### config.mk
export PLATFORM = sky130hd
export DESIGN_NAME = apb_rr_master
export DESIGN_NICKNAME = d
export VERILOG_FILES = /design/src/rtl/apb_ctrl_pkg.sv /design/src/rtl/rr_arbiter.sv /design/src/rtl/apb_rr_master.sv
export SDC_FILE = /design/constraint.sdc
export NUM_CORES = 1
export LEC_CHECK = 0
export BUFFER_PORTS_ARGS = -buffer_cell sky130_fd_sc_hd__buf_2
export CELL_PAD_IN_SITES_DETAIL_PLACEMENT = 1
export CELL_PAD_IN_SITES_GLOBAL_PLACEMENT = 1
export CORE_MARGIN = 2
export CORE_UTILIZATION = 29
export CTS_CLUSTER_DIAMETER = 60
export DETAILED_ROUTE_END_ITERATION = 7
export GPL_ROUTABILITY_DRIVEN = 0
export PLACE_DENSITY_LB_ADDON = 0.1
export SYNTH_ARGS = -nofsm -noshare
export SYNTH_HDL_FRONTEND = slang
export SYNTH_HIERARCHICAL = 1
export SYNTH_SLANG_ARGS = --single-unit
### constraint.sdc
create_clock -name i_PCLK -period 3.55 [get_ports i_PCLK]
set_input_delay 0.1775 -clock i_PCLK [delete_from_list [all_inputs] [get_ports i_PCLK]]
set_output_delay 0.1775 -clock i_PCLK [all_outputs]
set_load 0.005 [all_outputs]
### src/rtl/apb_ctrl_pkg.sv
// apb_ctrl_pkg: shared FSM state type, default bus widths and packed-vector field extraction.
package apb_ctrl_pkg;
    typedef enum logic [1:0] {IDLE, SETUP, ACCESS, DONE} state_t;
    localparam int DEF_AW = 8;
    localparam int DEF_DW = 32;
    localparam int FW = 64;
    localparam int PW = FW * 8;
    // Field i of width w from a packed vector (up to 8 fields of up to 64 bits).
    function automatic logic [FW-1:0] pick(input logic [PW-1:0] vec, input int i, input int w);
        return vec[i*w +: FW] & ~({FW{1'b1}} << w);
    endfunction
endpackage

### src/rtl/rr_arbiter.sv
// rr_arbiter: combinational round-robin pick of the first request after the last-served index.
module rr_arbiter #(
    parameter int N_REQ = 4
) (
    input  logic [N_REQ-1:0]         i_req,
    input  logic [$clog2(N_REQ)-1:0] i_last,
    input  logic                     i_en,
    output logic [N_REQ-1:0]         o_gnt,
    output logic [$clog2(N_REQ)-1:0] o_idx
);
    // Scan farthest-first so the nearest valid index after i_last is written last and wins.
    always_comb begin
        o_gnt = '0;
        o_idx = '0;
        for (int k = N_REQ; k >= 1; k--) begin
            if (i_en && i_req[(int'(i_last) + k) % N_REQ]) begin
                o_gnt = N_REQ'(1) << ((int'(i_last) + k) % N_REQ);
                o_idx = $clog2(N_REQ)'((int'(i_last) + k) % N_REQ);
            end
        end
    end
endmodule

### src/rtl/apb_rr_master.sv
// apb_rr_master: round-robin APB master sharing one slave among N_REQ requesters.
// Define APB_TIMEOUT_EN to abort ACCESS with an error after TIMEOUT wait cycles.
module apb_rr_master import apb_ctrl_pkg::*; #(
    parameter int N_REQ   = 4,
    parameter int AW      = DEF_AW,
    parameter int DW      = DEF_DW,
    parameter int TIMEOUT = 16
) (
    input  logic                i_PCLK,
    input  logic                i_PRESET,
    input  logic [N_REQ-1:0]    i_req_valid,
    input  logic [N_REQ-1:0]    i_req_write,
    input  logic [N_REQ*AW-1:0] i_req_addr,
    input  logic [N_REQ*DW-1:0] i_req_wdata,
    output logic [N_REQ-1:0]    o_req_ack,
    output logic [DW-1:0]       o_rsp_rdata,
    output logic                o_rsp_err,
    output logic                o_PSEL1,
    output logic                o_PENABLE,
    output logic                o_PWRITE,
    output logic [AW-1:0]       o_PADDR,
    output logic [DW-1:0]       o_PWDATA,
    input  logic [DW-1:0]       i_PRDATA,
    input  logic                i_PREADY,
    input  logic                i_PSLVERR
);
    localparam int IW = $clog2(N_REQ);
    state_t r_state, w_next;
    logic [IW-1:0] r_last, r_idx, w_idx;
    logic [N_REQ-1:0] r_gnt, w_gnt, r_ack;
    logic r_write, r_psel, r_pen, r_err, w_to;
    logic [AW-1:0] r_addr;
    logic [DW-1:0] r_wdata, r_rdata;

    rr_arbiter #(.N_REQ(N_REQ)) u_arb (
        .i_req  (i_req_valid),
        .i_last (r_last),
        .i_en   (r_state == IDLE),
        .o_gnt  (w_gnt),
        .o_idx  (w_idx)
    );

`ifdef APB_TIMEOUT_EN
    localparam int CW = $clog2(TIMEOUT + 1);
    logic [CW-1:0] r_cnt;
    always_ff @(posedge i_PCLK or posedge i_PRESET) begin
        if (i_PRESET) r_cnt <= '0;
        else r_cnt <= (r_state == ACCESS && !i_PREADY) ? r_cnt + CW'(1) : '0;
    end
    assign w_to = !i_PREADY && r_cnt == CW'(TIMEOUT - 1);
`else
    assign w_to = TIMEOUT < 0;
`endif

    always_comb begin
        w_next = r_state;
        case (r_state)
            IDLE:    w_next = |w_gnt ? SETUP : IDLE;
            SETUP:   w_next = ACCESS;
            ACCESS:  w_next = (i_PREADY || w_to) ? DONE : ACCESS;
            default: w_next = IDLE;
        endcase
    end

    // Outputs are computed from the next state so every APB/response pin comes straight off a flop.
    always_ff @(posedge i_PCLK or posedge i_PRESET) begin
        if (i_PRESET) begin
            r_state <= IDLE;
            r_last  <= IW'(N_REQ - 1);
            r_idx   <= '0;
            r_gnt   <= '0;
            r_write <= 1'b0;
            r_addr  <= '0;
            r_wdata <= '0;
            r_psel  <= 1'b0;
            r_pen   <= 1'b0;
            r_ack   <= '0;
            r_rdata <= '0;
            r_err   <= 1'b0;
        end else begin
            r_state <= w_next;
            if (r_state == IDLE && |w_gnt) begin
                r_idx   <= w_idx;
                r_gnt   <= w_gnt;
                r_write <= i_req_write[w_idx];
                r_addr  <= AW'(pick(PW'(i_req_addr), int'(w_idx), AW));
                r_wdata <= i_req_write[w_idx] ? DW'(pick(PW'(i_req_wdata), int'(w_idx), DW)) : '0;
            end
            if (r_state == DONE) r_last <= r_idx;
            r_psel  <= w_next == SETUP || w_next == ACCESS;
            r_pen   <= w_next == ACCESS;
            r_ack   <= w_next == DONE ? r_gnt : '0;
            r_rdata <= (w_next == DONE && i_PREADY && !r_write) ? i_PRDATA : '0;
            r_err   <= w_next == DONE && (!i_PREADY || i_PSLVERR);
        end
    end

    assign o_PSEL1     = r_psel;
    assign o_PENABLE   = r_pen;
    assign o_PWRITE    = r_write;
    assign o_PADDR     = r_addr;
    assign o_PWDATA    = r_wdata;
    assign o_req_ack   = r_ack;
    assign o_rsp_rdata = r_rdata;
    assign o_rsp_err   = r_err;
endmodule

==> metrics.sh, run 1 <==
CTS.CLK_SLEW.WORST_PATHS_NS=0.06
DIE_Y_UM=132
CRIT_PATH_END_KIND='flop'
DRIVE_GT1_SHARE_PCT=56.6
POST-ROUTE-DRC-COUNT=0
RRSETUPSLACK_NS=0.21
DRTITER0DRC=132
MAXIMUM_NUMBER_OF_PINS_ON_ONE_NET_BEFORE_GLOBAL_ROUTE_REPAIR=80
FIRST_PASS_GRT_WIRE_LENGTH_UM=24800
SYNTH.YOSYS.SEQ_AREA_SHARE_PCT=47.3
CTS_INSERTED_BUFFERS=9
POSTSYNTHCELLCOUNT=391
PERIOD_NEEDED_NS=3.34
H-TREE-DEPTH=3
VIAS=4164
PATH_MAX_FANOUT=14
CLK_LATENCY_NS=0.34
CTS_HOLD_REPAIR.BUFFERS=0
FINAL.HOLD.WORST_SLACK_NS=-0.00988
POST-CTS-SETUP-BUFFERS=0
FIN_AREA_UM2=6810
SETUP_VIOL=0
HOLD_FAILS_FINAL_RPT=12
POSTPLACECELLAREA_UM2=6500
POWER_PER_CELL_AREA_nW_PER_UM2=877
GRT_UTIL_ALL_LAYERS_PCT=18.1
CRIT-REG2REG-CAPTURE='o_PADDR[2]'
FIN_TOTAL_PWR_W=0.00597
POST_SYNTH_INSTANCE_AREA_UM2=4770
FINALCLOCKSKEW_NS=0.00527
CLOCK_TREE.BUFFER_DEPTH=2
DIE_WIDTH_UM=132
FF2FF_PATH_DEPTH=9
DPL.HPWL_UM=12700
TIMING.CRITICAL_PATH.FROM_TYPE='flop'
DR.PASS1.ITERS=4
WORST_SLEW_PIN_SLEW_NS=0.822
YOSYSWARNINGCOUNT=6
LAYOUT.CELLS.NON_FILLER=894
GROUTE.LAYER.MET2.USAGE_PCT=32.3
WIRE_PER_INST_UM=17.6
OUTCOME='finished, violations left'
CTS.SINKS=90
DETAILEDPLACE.WORSTSLACK_NS=0.193
GRT.BUSIEST_LAYER='met2'
CTS_TREE='built'
SYNTH.NET_COUNT=605
SYNTH-EDFF-COUNT=0
POST-ROUTE-PERIOD-UTIL_PCT=94.0
FINAL_ANTENNA_NET_COUNT=0
CTSRESIZECOUNT=0
ROUTED_WIRELENGTH_UM=15700
WORSTREG2REGSTART='r_last[0]'
MAX_CLK_RATE_MHz=300
WORSTHOLDPATHTYPE='input port to asynchronous set/reset pin'
GRT.MET1_USAGE_PCT=21.8
NUMBER_OF_PLACED_CELLS_COUNTING_WELL_TAPS=877
IO_BUFFER_COUNT=283
CAP_VIOLATIONS=0
TIMING.FINAL.MAX_SLEW_VIOLATIONS=0
FIRST_GLOBAL_VIAS=4534
FINAL_CRITICAL_PATH_SETUP_SLACK_NS=0.212
CRITPATHKIND='flop to flop'
SYNTH_ASYNC_SR_FLOP_SHARE_PCT=100
STARTING_DENSITY_OF_THE_CORE_PCT=29.8
SETUP.WORST_PATH.START='r_last[0]'
CLOCK_TREE.ROOT_CELL='clkbuf_16'
TOTAL_LEAKAGE_POWER_nW=3.47
TOP_LEVEL_PORTS=284
DIE-AREA_UM2=17500
AREA_GROWTH_SYN_TO_LAYOUT_PCT=42.8
ARRIVAL_NS=3.56
UNREPAIRED_SETUP_ENDPOINTS_AFTER_GLOBAL_ROUTING='false'
FINALNETCOUNT=886
SYNTH.FF_LATCH_COUNT=90
ROW_COUNT=46
SYNTH_FLOP_CELL='dfrtp_1'
SLEW-LIMIT-HEADROOM_PCT=45.2
STANDARD_CELL_CORE_AREA_UM2=16000
FINALSETUPTNS_NS=0
AVGVIACOUNTPERCELL=4.66
GRT_ANTENNA_BEFORE_REPAIR=1
REQUIRED_NS=3.78
VIOLATIONS='hold timing'
GLOBAL_ROUTE.OVERFLOW_TOTAL=0
POSTSYNTHAREAPERCELL_UM2=12.2
SYNTHDISTINCTLIBCELLS=38
GLOBALROUTEMET3UTIL_PCT=4.11
IR_WORST_VDD_mV=0.498
[placed cells by master (no fill, tap or decap), types with 4 or more instances in the layout]
cell / n
buf_4: 12
o21ai_0: 28
o21ai_1: 5
and2_1: 37
dfrtp_1: 88
ha_1: 9
mux4_2: 43
o211ai_1: 5
mux2_2: 14
clkbuf_16: 9
nand2_1: 84
mux2i_1: 4
inv_1: 7
buf_2: 283
nor2_1: 5
[cells by family after synthesis]
| group | share of synthesized area (%) |
|---|---|
| muxes | 24.9 |
| and+or+nand+nor | 13.4 |
| buffers and inverters | 3.78 |
| DFF | 47.3 |
| AOI/OAI and AO/OA | 8.00 |
| adders and majority gates | 2.62 |
[worst max path at each step]
| stage | to | slack (ns) | depth (start not counted) |
|---|---|---|---|
| after floorplan | o_rsp_rdata[10] | 0.03 | 16 |
| after global placement | o_PADDR[2] | 0.29 | 8 |
| after detailed placement | o_PADDR[2] | 0.19 | 8 |
| after CTS | o_rsp_rdata[4] | 0.16 | 14 |
| after global routing | o_rsp_rdata[4] | 0.001 | 14 |
| final | o_PADDR[2] | 0.21 | 9 |
[worst max-delay path, cell delays in order (launching register included)]
cell      delay, ns
dfstp_2        0.54
inv_1          0.10
ha_4           0.32
nand2b_1       0.15
o22a_1         0.35
nor2b_2        0.27
mux2i_4        0.35
buf_4          0.33
mux4_2         0.54
mux2_2         0.27
[synth_stat cells, drive strengths merged (2+ instances only)]
master	count	share of area, %
mux2	15	3.5
inv	8	0.63
dfstp	2	1.1
mux2i	5	1.0
ha	10	2.6
nand2	84	6.6
dfrtp	88	46
or3b	2	0.37
o21ai	33	3.5
buf	16	2.2
nand2b	2	0.26
a21boi	3	0.47
nor2	5	0.39
o22ai	2	0.26
and2	37	4.9
mux4	43	20
clkbuf	12	0.94
a31oi	2	0.26
o211ai	5	0.79
a41oi	2	0.68
a211oi	2	0.52
nand3b	2	0.31
[state kept, by name (all words and copies together), names as in the netlist]
signal / count
o_PENABLE: 1
o_req_ack: 4
r_last: 2
r_idx: 2
o_PADDR: 8
o_PWDATA: 32
o_rsp_err: 1
o_PWRITE: 1
r_gnt: 4
o_rsp_rdata: 32
o_PSEL1: 1
r_state: 2
[where the power goes]
group          total, W  switching [W]  internal, W
Sequential      0.00151       0.000147      0.00136
Combinational   0.00349        0.00176      0.00173
Clock          0.000969       0.000404     0.000566
Total           0.00597        0.00231      0.00366
[per-stage QoR]
stage | util, % | hold slack, ns
2_1_floorplan | - | 0.279
3_3_place_gp | 40.6 | 0.384
3_5_place_dp | 40.6 | 0.390
4_1_cts | 42.5 | 0.0263
5_1_grt | 42.6 | 0.0367
6_report | 42.6 | -0.00988
[metal layers]
metal | wire (um) | up-vias
met5 | 0 | -
met4 | 214 | 0
met3 | 1150 | 12
met2 | 8000 | 203
met1 | 6380 | 2000
li1 | - | 1949
[final cells by class]
type | count | area, um2
Fill cell | 1841 | 9190
Multi-Input combinational cell | 265 | 2380
Clock buffer | 12 | 246
Sequential cell | 90 | 2250
Antenna cell | 1 | 2.50
Clock inverter | 4 | 51.3
Inverter | 8 | 32.5
Tap cell | 216 | 270
Timing Repair Buffer | 298 | 1570
(Power assumes the default switching activity.)
==> inputs of run 2 (changes only) <==
--- a/config.mk
+++ b/config.mk
@@ -9,12 +9,11 @@
 export CELL_PAD_IN_SITES_DETAIL_PLACEMENT = 1
 export CELL_PAD_IN_SITES_GLOBAL_PLACEMENT = 1
 export CORE_MARGIN = 2
-export CORE_UTILIZATION = 29
+export CORE_UTILIZATION = 30
 export CTS_CLUSTER_DIAMETER = 60
 export DETAILED_ROUTE_END_ITERATION = 7
 export GPL_ROUTABILITY_DRIVEN = 0
 export PLACE_DENSITY_LB_ADDON = 0.1
 export SYNTH_ARGS = -nofsm -noshare
 export SYNTH_HDL_FRONTEND = slang
-export SYNTH_HIERARCHICAL = 1
 export SYNTH_SLANG_ARGS = --single-unit
==> run 2 against run 1 <==
  * The run now ends clean
  * Critical path depth grew 5
  * Wire length is 2.5% higher
  * Count of clock-buffer cells in the layout is the same
  * Sequential power about the same
  * Power down 5.0%
  * Critical endpoint is now o_rsp_rdata[16]
  * Largest cell class unchanged
  * Largest power group unchanged
  * Highest routed layer unchanged
==> metrics.sh, run 2 <==
OUTCOME='finished, final reports clean'
FINALNETCOUNT=955  # +7.8%
LAYOUT_COMMONEST_CELL='buf_2'
TIMING.FINAL.MAX_SLEW_VIOLATIONS=0  # unchanged
POST_SYNTH_INSTANCE_AREA_UM2=5050  # +6.0%
WORSTPATHBUFFERINVERTERCOUNT=3  # +1
CTS.CLK_SLEW.WORST_PATHS_NS=0.07  # about the same
FIN_AREA_UM2=7060  # +3.7%
TIMING.CRITICAL_PATH.FROM_TYPE='flop'
POWER_PER_CELL_AREA_nW_PER_UM2=804  # -8.3%
SYNTH.FF_LATCH_COUNT=90  # unchanged
TOTAL_LEAKAGE_POWER_nW=4.08  # +18%
ROUTED_WIRELENGTH_UM=16100  # +2.5%
IR_WORST_VDD_mV=0.362  # -27%
SYNTH_TOP_AREA_SHARE_PCT=43.6  # -2.6 points
DRIVE_GT1_SHARE_PCT=52.3  # -4.3 points
MAXIMUM_NUMBER_OF_PINS_ON_ONE_NET_BEFORE_GLOBAL_ROUTE_REPAIR=91  # +14%
DIE-AREA_UM2=17900  # +2.4%
ROW_COUNT=47  # +2.2%
TOP_LEVEL_PORTS=284  # unchanged
SLEW-LIMIT-HEADROOM_PCT=25.4  # -20 points
DRTITER0DRC=85  # -36%
CTS_INSERTED_BUFFERS=9  # unchanged
YOSYSWARNINGCOUNT=0  # -6
CPPEAKSTAGEDELAY_NS=0.61  # +0.07 ns
SYNTH_FLOP_CELL='dfrtp_1'
STANDARD_CELL_CORE_AREA_UM2=16500  # +3.3%
CAP_VIOLATIONS=0  # unchanged
HOLD_FAILS_FINAL_RPT=0  # -12
CTS.SINKS=90  # unchanged
SYNTH.YOSYS.SEQ_AREA_SHARE_PCT=44.6  # -2.7 points
FINAL.HOLD.WORST_SLACK_NS=0.0330  # +0.0429 ns
WORST_PATH_MOST_REPEATED_CELL='inv_1'
WORST_SLEW_PIN_SLEW_NS=1.12  # +0.297 ns
MAX_CLK_RATE_MHz=301  # +0.60%
SYNTH-EDFF-COUNT=0  # unchanged
FINALCLOCKSKEW_NS=0.00592  # +0.000649 ns
UNREPAIRED_SETUP_ENDPOINTS_AFTER_GLOBAL_ROUTING='false'
REQUIRED_NS=3.83  # +0.05 ns
CRITICAL_PATH.TOP_DELAY_FAMILY='simple AND/OR/NAND/NOR gates'
WORST_PATH_MAX_DELAY_CELL='dfstp_2'
WORSTHOLDPATHTYPE='input port to flop'
CTS_TREE='built'
POST-ROUTE-PERIOD-UTIL_PCT=93.5  # -0.56 points
VIAS=4480  # +7.6%
STARTING_DENSITY_OF_THE_CORE_PCT=30.6  # +0.78 points
GRT_UTIL_ALL_LAYERS_PCT=17.8  # -0.32 points
IO_BUFFER_COUNT=283  # unchanged
AVGVIACOUNTPERCELL=4.66  # about the same
FIRST_GLOBAL_VIAS=4951  # +9.2%
CRITPATHKIND='flop to flop'
CP_CELL_SEQUENCE='inv_1, ha_1, buf_4, mux4_2, nand3b_1, a21oi_1, a221oi_2, and4_2, a21o_1, inv_1, ha_2, nand2_1, nor2_4, and2_1'
FIRST_PASS_GRT_WIRE_LENGTH_UM=25100  # +1.2%
GLOBAL_ROUTE.OVERFLOW_TOTAL=0  # unchanged
ARRIVAL_NS=3.60  # +0.04 ns
POSTSYNTHAREAPERCELL_UM2=10.9  # -10%
WIRE_PER_INST_UM=16.8  # -4.7%
SYNTH_ASYNC_SR_FLOP_SHARE_PCT=100  # unchanged
CLOCK_TREE.ROOT_CELL='clkbuf_16'
DPL.HPWL_UM=12600  # -0.81%
CLOCK_TREE.BUFFER_DEPTH=2  # unchanged
AREA_GROWTH_SYN_TO_LAYOUT_PCT=39.6
DIE_Y_UM=134  # +1.2%
PERIOD_NEEDED_NS=3.32  # -0.0198 ns
SYNTH.TOP_CELLS.BY_COUNT='dfrtp_1 (88), mux2i_1 (83), nand2_1 (63), mux2_2 (41), and2_1 (37)'
SETUP_VIOL=0  # unchanged
FINAL_ANTENNA_NET_COUNT=0  # unchanged
NUM_ANTENNA_CELLS=0  # -1
RRSETUPSLACK_NS=0.23  # +0.02 ns
H-TREE-DEPTH=3  # unchanged
SYNTH.TOP_CELLS.BY_AREA='dfrtp_1 (44%), mux2i_1 (16%), mux2_2 (9.1%), nand2_1 (4.7%), and2_1 (4.6%)'
DIE_WIDTH_UM=134  # +1.2%
SYNTH_AREA_LEADER_CELL='dfrtp_1'
POSTSYNTHCELLCOUNT=462  # +18%
POST-ROUTE-DRC-COUNT=0  # unchanged
GRT_ANTENNA_BEFORE_REPAIR=0  # -1
POSTPLACECELLAREA_UM2=6750  # +3.8%
SYNTHDISTINCTLIBCELLS=37  # -2.6%
SYNTH.NET_COUNT=679  # +12%
PATH_MAX_FANOUT=16  # +2
CLK_LATENCY_NS=0.34  # about the same
DR.PASS1.ITERS=6  # +2
MOST_COMMON_CELL_IN_THE_NETLIST='dfrtp_1'
CRIT_PATH_END_KIND='flop'
MOST-COMMON-LAYOUT-CELLS='buf_2 (283), dfrtp_1 (88), mux2i_1 (83)'
[run 2: cell types whose count changed in the layout (fill, tap and decap cells not counted), sizes merged, moves of 3 or more]
cell,delta
a221oi,+4
mux2,+26
mux2i,+78
a21oi,+8
nand2,-21
mux4,-39
ha,+3
nand3b,+3
inv,+3
o21ai,+13
o211ai,-5
[run 2: what timing repair did]
| action | 4_1_cts | 5_1_grt |
|---|---|---|
| hold buffers | 0 | 0 |
| gates resized for setup | 1 | 2 |
| buffers inserted | 0 | 0 |
| pin swaps | 0 | 0 |
| setup endpoints to repair | 32 | 65 |
| gates cloned | 0 | 1 |
[run 2: area by class of cell]
class | instances | area, um2
clock buffer | 12 | 267
fill | 1939 | 9470
inverter | 11 | 43.8
sequential | 90 | 2250
timing repair buffer | 297 | 1550
clock inverter | 3 | 23.8
multi-input combinational | 329 | 2640
tap | 220 | 275
[run 2: cell families after synthesis]
group                    Yosys count  share of synthesized area [%]
buffers and inverters             44                           4.31
adder cells (fa/ha/maj)           13                           3.22
multiplexers                     128                           27.4
AND/OR/NAND/NOR                  118                           11.6
AO/OA/AOI/OAI                     69                           8.89
flip-flops                        90                           44.6
[run 2: final timing paths]
check | startpoint | to | cells after the start
worst max-delay path | r_last[1] | o_rsp_rdata[16] | 14
worst min-delay path | i_PRDATA[31] | o_rsp_rdata[31] | 2
max in group asynchronous | i_PRESET | o_PADDR[6] | 2
min in group asynchronous | i_PRESET | o_rsp_rdata[2] | 2
worst min register to register | o_PWDATA[13] | o_PWDATA[13] | 2
worst max register to register | r_last[1] | o_rsp_rdata[16] | 14
[run 2: per-layer routing]
layer  share of wire (%)  vias to the layer above  track usage, %
li1                    -                     2157               -
met1                  38                     2095            19.8
met2                  50                      209            31.6
met3                  10                       19            6.05
met4                 2.0                        0            6.62
met5                   0                        -               0
[run 2: where the power goes]
part	internal [W]	switching, W	total, W
logic	0.00147	0.00175	0.00322
clock network	0.000529	0.000400	0.000929
registers	0.00137	0.000158	0.00153
[run 2: worst register-to-register path: stages (launching register included)]
cell	delay (ns)
dfstp_2	0.61
inv_1	0.08
ha_1	0.31
buf_4	0.17
mux4_2	0.29
nand3b_1	0.10
a21oi_1	0.25
a221oi_2	0.07
and4_2	0.27
a21o_1	0.17
inv_1	0.07
ha_2	0.18
nand2_1	0.16
nor2_4	0.33
and2_1	0.20
[run 2: stage by stage]
stage	power, W	setup TNS [ns]	utilization [%]	instances	setup WS (ns)
2_1_floorplan	0.00379	0	-	462	0.00510
3_3_place_gp	0.00471	0	40.8	946	0.0666
3_5_place_dp	0.00480	-3.22	40.8	946	-0.127
4_1_cts	0.00576	0	42.6	961	0.0684
5_1_grt	0.00616	0	42.7	962	0.00436
6_report	0.00568	0	42.7	962	0.231
==> inputs of run 3 (changes only) <==
--- a/config.mk
+++ b/config.mk
@@ -13,6 +13,7 @@
 export CTS_CLUSTER_DIAMETER = 60
 export DETAILED_ROUTE_END_ITERATION = 7
 export GPL_ROUTABILITY_DRIVEN = 0
+export HOLD_SLACK_MARGIN = 0.12
 export PLACE_DENSITY_LB_ADDON = 0.1
 export SYNTH_ARGS = -nofsm -noshare
 export SYNTH_HDL_FRONTEND = slang
==> run 3 against run 2 <==
  * Clock power about the same
  * Die area unchanged
  * Core utilization increased by 2.1 points
  * Global-route usage increased by 0.65 points
  * Wire length increased by 2.9%
  * Fmax decreased by 0.14%
  * First-iteration DRC count decreased by 7.1%
  * Sequential power about the same
  * Via count increased by 3.2%
  * Sequential cell count unchanged
  * Clock skew increased by 0.00051 ns
  * Final area increased by 4.8%
  * Critical path type unchanged
  * Largest cell class unchanged
==> metrics.sh, run 3 (synthesis gave the netlist of run 2 again) <==
RRSETUPSLACK_NS=0.23  # about the same
WORST_PATH_MAX_DELAY_CELL='dfstp_2'
WORSTHOLDPATHTYPE='input port to asynchronous set/reset pin'
REQUIRED_NS=3.83  # about the same
UNREPAIRED_SETUP_ENDPOINTS_AFTER_GLOBAL_ROUTING='false'
WORSTREG2REGSTART='r_last[1]'
TIMING.CRITICAL_PATH.FROM_TYPE='flop'
POST-ROUTE-DRC-COUNT=0  # unchanged
CRITPATHKIND='flop to flop'
PATH_MAX_FANOUT=16  # unchanged
DR.PASS1.ITERS=4  # -2
POSTPLACECELLAREA_UM2=6750  # unchanged
WORST_PATH_MOST_REPEATED_CELL='inv_1'
CTS.CLK_SLEW.WORST_PATHS_NS=0.07  # about the same
CTS_INSERTED_BUFFERS=9  # unchanged
GRT_UTIL_ALL_LAYERS_PCT=18.5  # +0.65 points
FIRST_PASS_GRT_WIRE_LENGTH_UM=26100  # +3.8%
DIE_Y_UM=134  # unchanged
DIE-AREA_UM2=17900  # unchanged
POSTLAYOUTCOREUTIL_PCT=44.8  # +2.1 points
CLOCK_TREE.BUFFER_DEPTH=2  # unchanged
CPPEAKSTAGEDELAY_NS=0.61  # about the same
WORSTPATHBUFFERINVERTERCOUNT=3  # unchanged
CTS.SINKS=90  # unchanged
HOLD_FAILS_FINAL_RPT=0  # unchanged
OUTCOME='finished, final reports clean'
DETAILEDPLACE.WORSTSLACK_NS=-0.127  # unchanged
SETUP_VIOL=0  # unchanged
TOTAL_LEAKAGE_POWER_nW=4.22  # +3.5%
CLK_LATENCY_NS=0.34  # about the same
NUM_ANTENNA_CELLS=0  # unchanged
FF2FF_PATH_DEPTH=14  # unchanged
DRIVE_GT1_SHARE_PCT=50.0  # -2.3 points
POST-ROUTE-PERIOD-UTIL_PCT=93.6  # +0.13 points
IO_BUFFER_COUNT=283  # unchanged
FINAL_CRITICAL_PATH_SETUP_SLACK_NS=0.227  # -0.00448 ns
FIN_AREA_UM2=7400  # +4.8%
WIRE_PER_INST_UM=16.7  # -0.59%
LAYOUT_COMMONEST_CELL='buf_2'
ROUTED_WIRELENGTH_UM=16600  # +2.9%
CRITICAL_PATH.TOP_DELAY_FAMILY='simple AND/OR/NAND/NOR gates'
CTS_TREE='built'
ROW_COUNT=47  # unchanged
STANDARD_CELL_CORE_AREA_UM2=16500  # unchanged
DPL.HPWL_UM=12600  # unchanged
PERIOD_NEEDED_NS=3.32  # +0.00448 ns
CRIT-REG2REG-CAPTURE='o_rsp_rdata[1]'
FIRST_GLOBAL_VIAS=5118  # +3.4%
IR_WORST_VDD_mV=0.362  # +0.14%
CAP_VIOLATIONS=0  # unchanged
GRT_ANTENNA_BEFORE_REPAIR=0  # unchanged
GLOBAL_ROUTE.OVERFLOW_TOTAL=0  # unchanged
AREA_GROWTH_SYN_TO_LAYOUT_PCT=46.4
AVGVIACOUNTPERCELL=4.64  # -0.35%
FINALNETCOUNT=989  # +3.6%
H-TREE-DEPTH=3  # unchanged
MOST-COMMON-LAYOUT-CELLS='buf_2 (283), dfrtp_1 (88), mux2i_1 (83)'
VIAS=4622  # +3.2%
CRIT_PATH_END_KIND='flop'
CP_CELL_SEQUENCE='inv_1, ha_1, buf_4, mux4_2, nand3b_1, a21oi_1, a221oi_2, and4_2, a21o_1, inv_1, ha_2, nand2_1, nor2_4, and2_1'
NUMBER_OF_PLACED_CELLS_COUNTING_WELL_TAPS=946  # unchanged
STARTING_DENSITY_OF_THE_CORE_PCT=30.6  # unchanged
CLOCK_TREE.ROOT_CELL='clkbuf_16'
WORST_SLEW_PIN_SLEW_NS=1.13  # +0.0131 ns
FINALCLOCKSKEW_NS=0.00643  # +0.000511 ns
DRTITER0DRC=79  # -7.1%
MAX_CLK_RATE_MHz=301  # -0.14%
LAYOUT.CELLS.NON_FILLER=996  # +3.5%
FINAL_ANTENNA_NET_COUNT=0  # unchanged
POWER_PER_CELL_AREA_nW_PER_UM2=771  # -4.2%
ARRIVAL_NS=3.60  # about the same
FINAL.HOLD.WORST_SLACK_NS=0.111  # +0.0777 ns
DIE_WIDTH_UM=134  # unchanged
MAXIMUM_NUMBER_OF_PINS_ON_ONE_NET_BEFORE_GLOBAL_ROUTE_REPAIR=91  # unchanged
TOP_LEVEL_PORTS=284  # unchanged
SLEW-LIMIT-HEADROOM_PCT=24.5  # -0.87 points
TIMING.FINAL.MAX_SLEW_VIOLATIONS=0  # unchanged
==> run 3: repair_timing <==
action                                  4_1_cts  5_1_grt
resized for setup                             1        2
hold endpoints to repair                     33        0
endpoints found under the setup margin       32       65
hold buffers                                 34        0
gates cloned                                  0        1
buffers inserted                              0        0
==> run 3: metrics by stage <==
stage          power (W)  TNS (ns)
3_3_place_gp     0.00471         0
6_report         0.00570         0
4_1_cts          0.00579         0
5_1_grt          0.00619         0
3_5_place_dp     0.00480     -3.22
2_1_floorplan    0.00379         0
==> run 3: how the worst max path moves through the flow <==
stage                    from         endpoint  slack (ns)  depth (start not counted)
finish              r_last[1]   o_rsp_rdata[1]        0.23                         14
floorplan           r_last[0]  o_rsp_rdata[10]       0.005                         19
global route        r_last[1]     o_PWDATA[31]        0.01                         12
global placement    r_last[1]  o_rsp_rdata[21]        0.07                         13
CTS                 r_last[1]     o_PWDATA[31]        0.07                         12
detailed placement  r_last[1]  o_rsp_rdata[16]       -0.13                         14
==> run 3: layout make-up <==
type / instances / area, um2
inverter: 11 / 43.8
clock buffer: 12 / 267
timing repair buffer: 331 / 1890
sequential: 90 / 2250
clock inverter: 3 / 23.8
multi-input combinational: 329 / 2640
tap: 220 / 275
fill: 1926 / 9130
==> run 3: layer usage <==
layer  track usage (%)  wire (um)
met2              33.2       8400
met4              6.62        335
met3              5.82       1540
met5                 0          0
met1              20.5       6330
==> run 3: power by group <==
part | total [W] | switching [W] | internal [W]
logic | 0.00324 | 0.00175 | 0.00149
clock network | 0.000927 | 0.000398 | 0.000529
registers | 0.00153 | 0.000155 | 0.00137
total | 0.00570 | 0.00231 | 0.00339
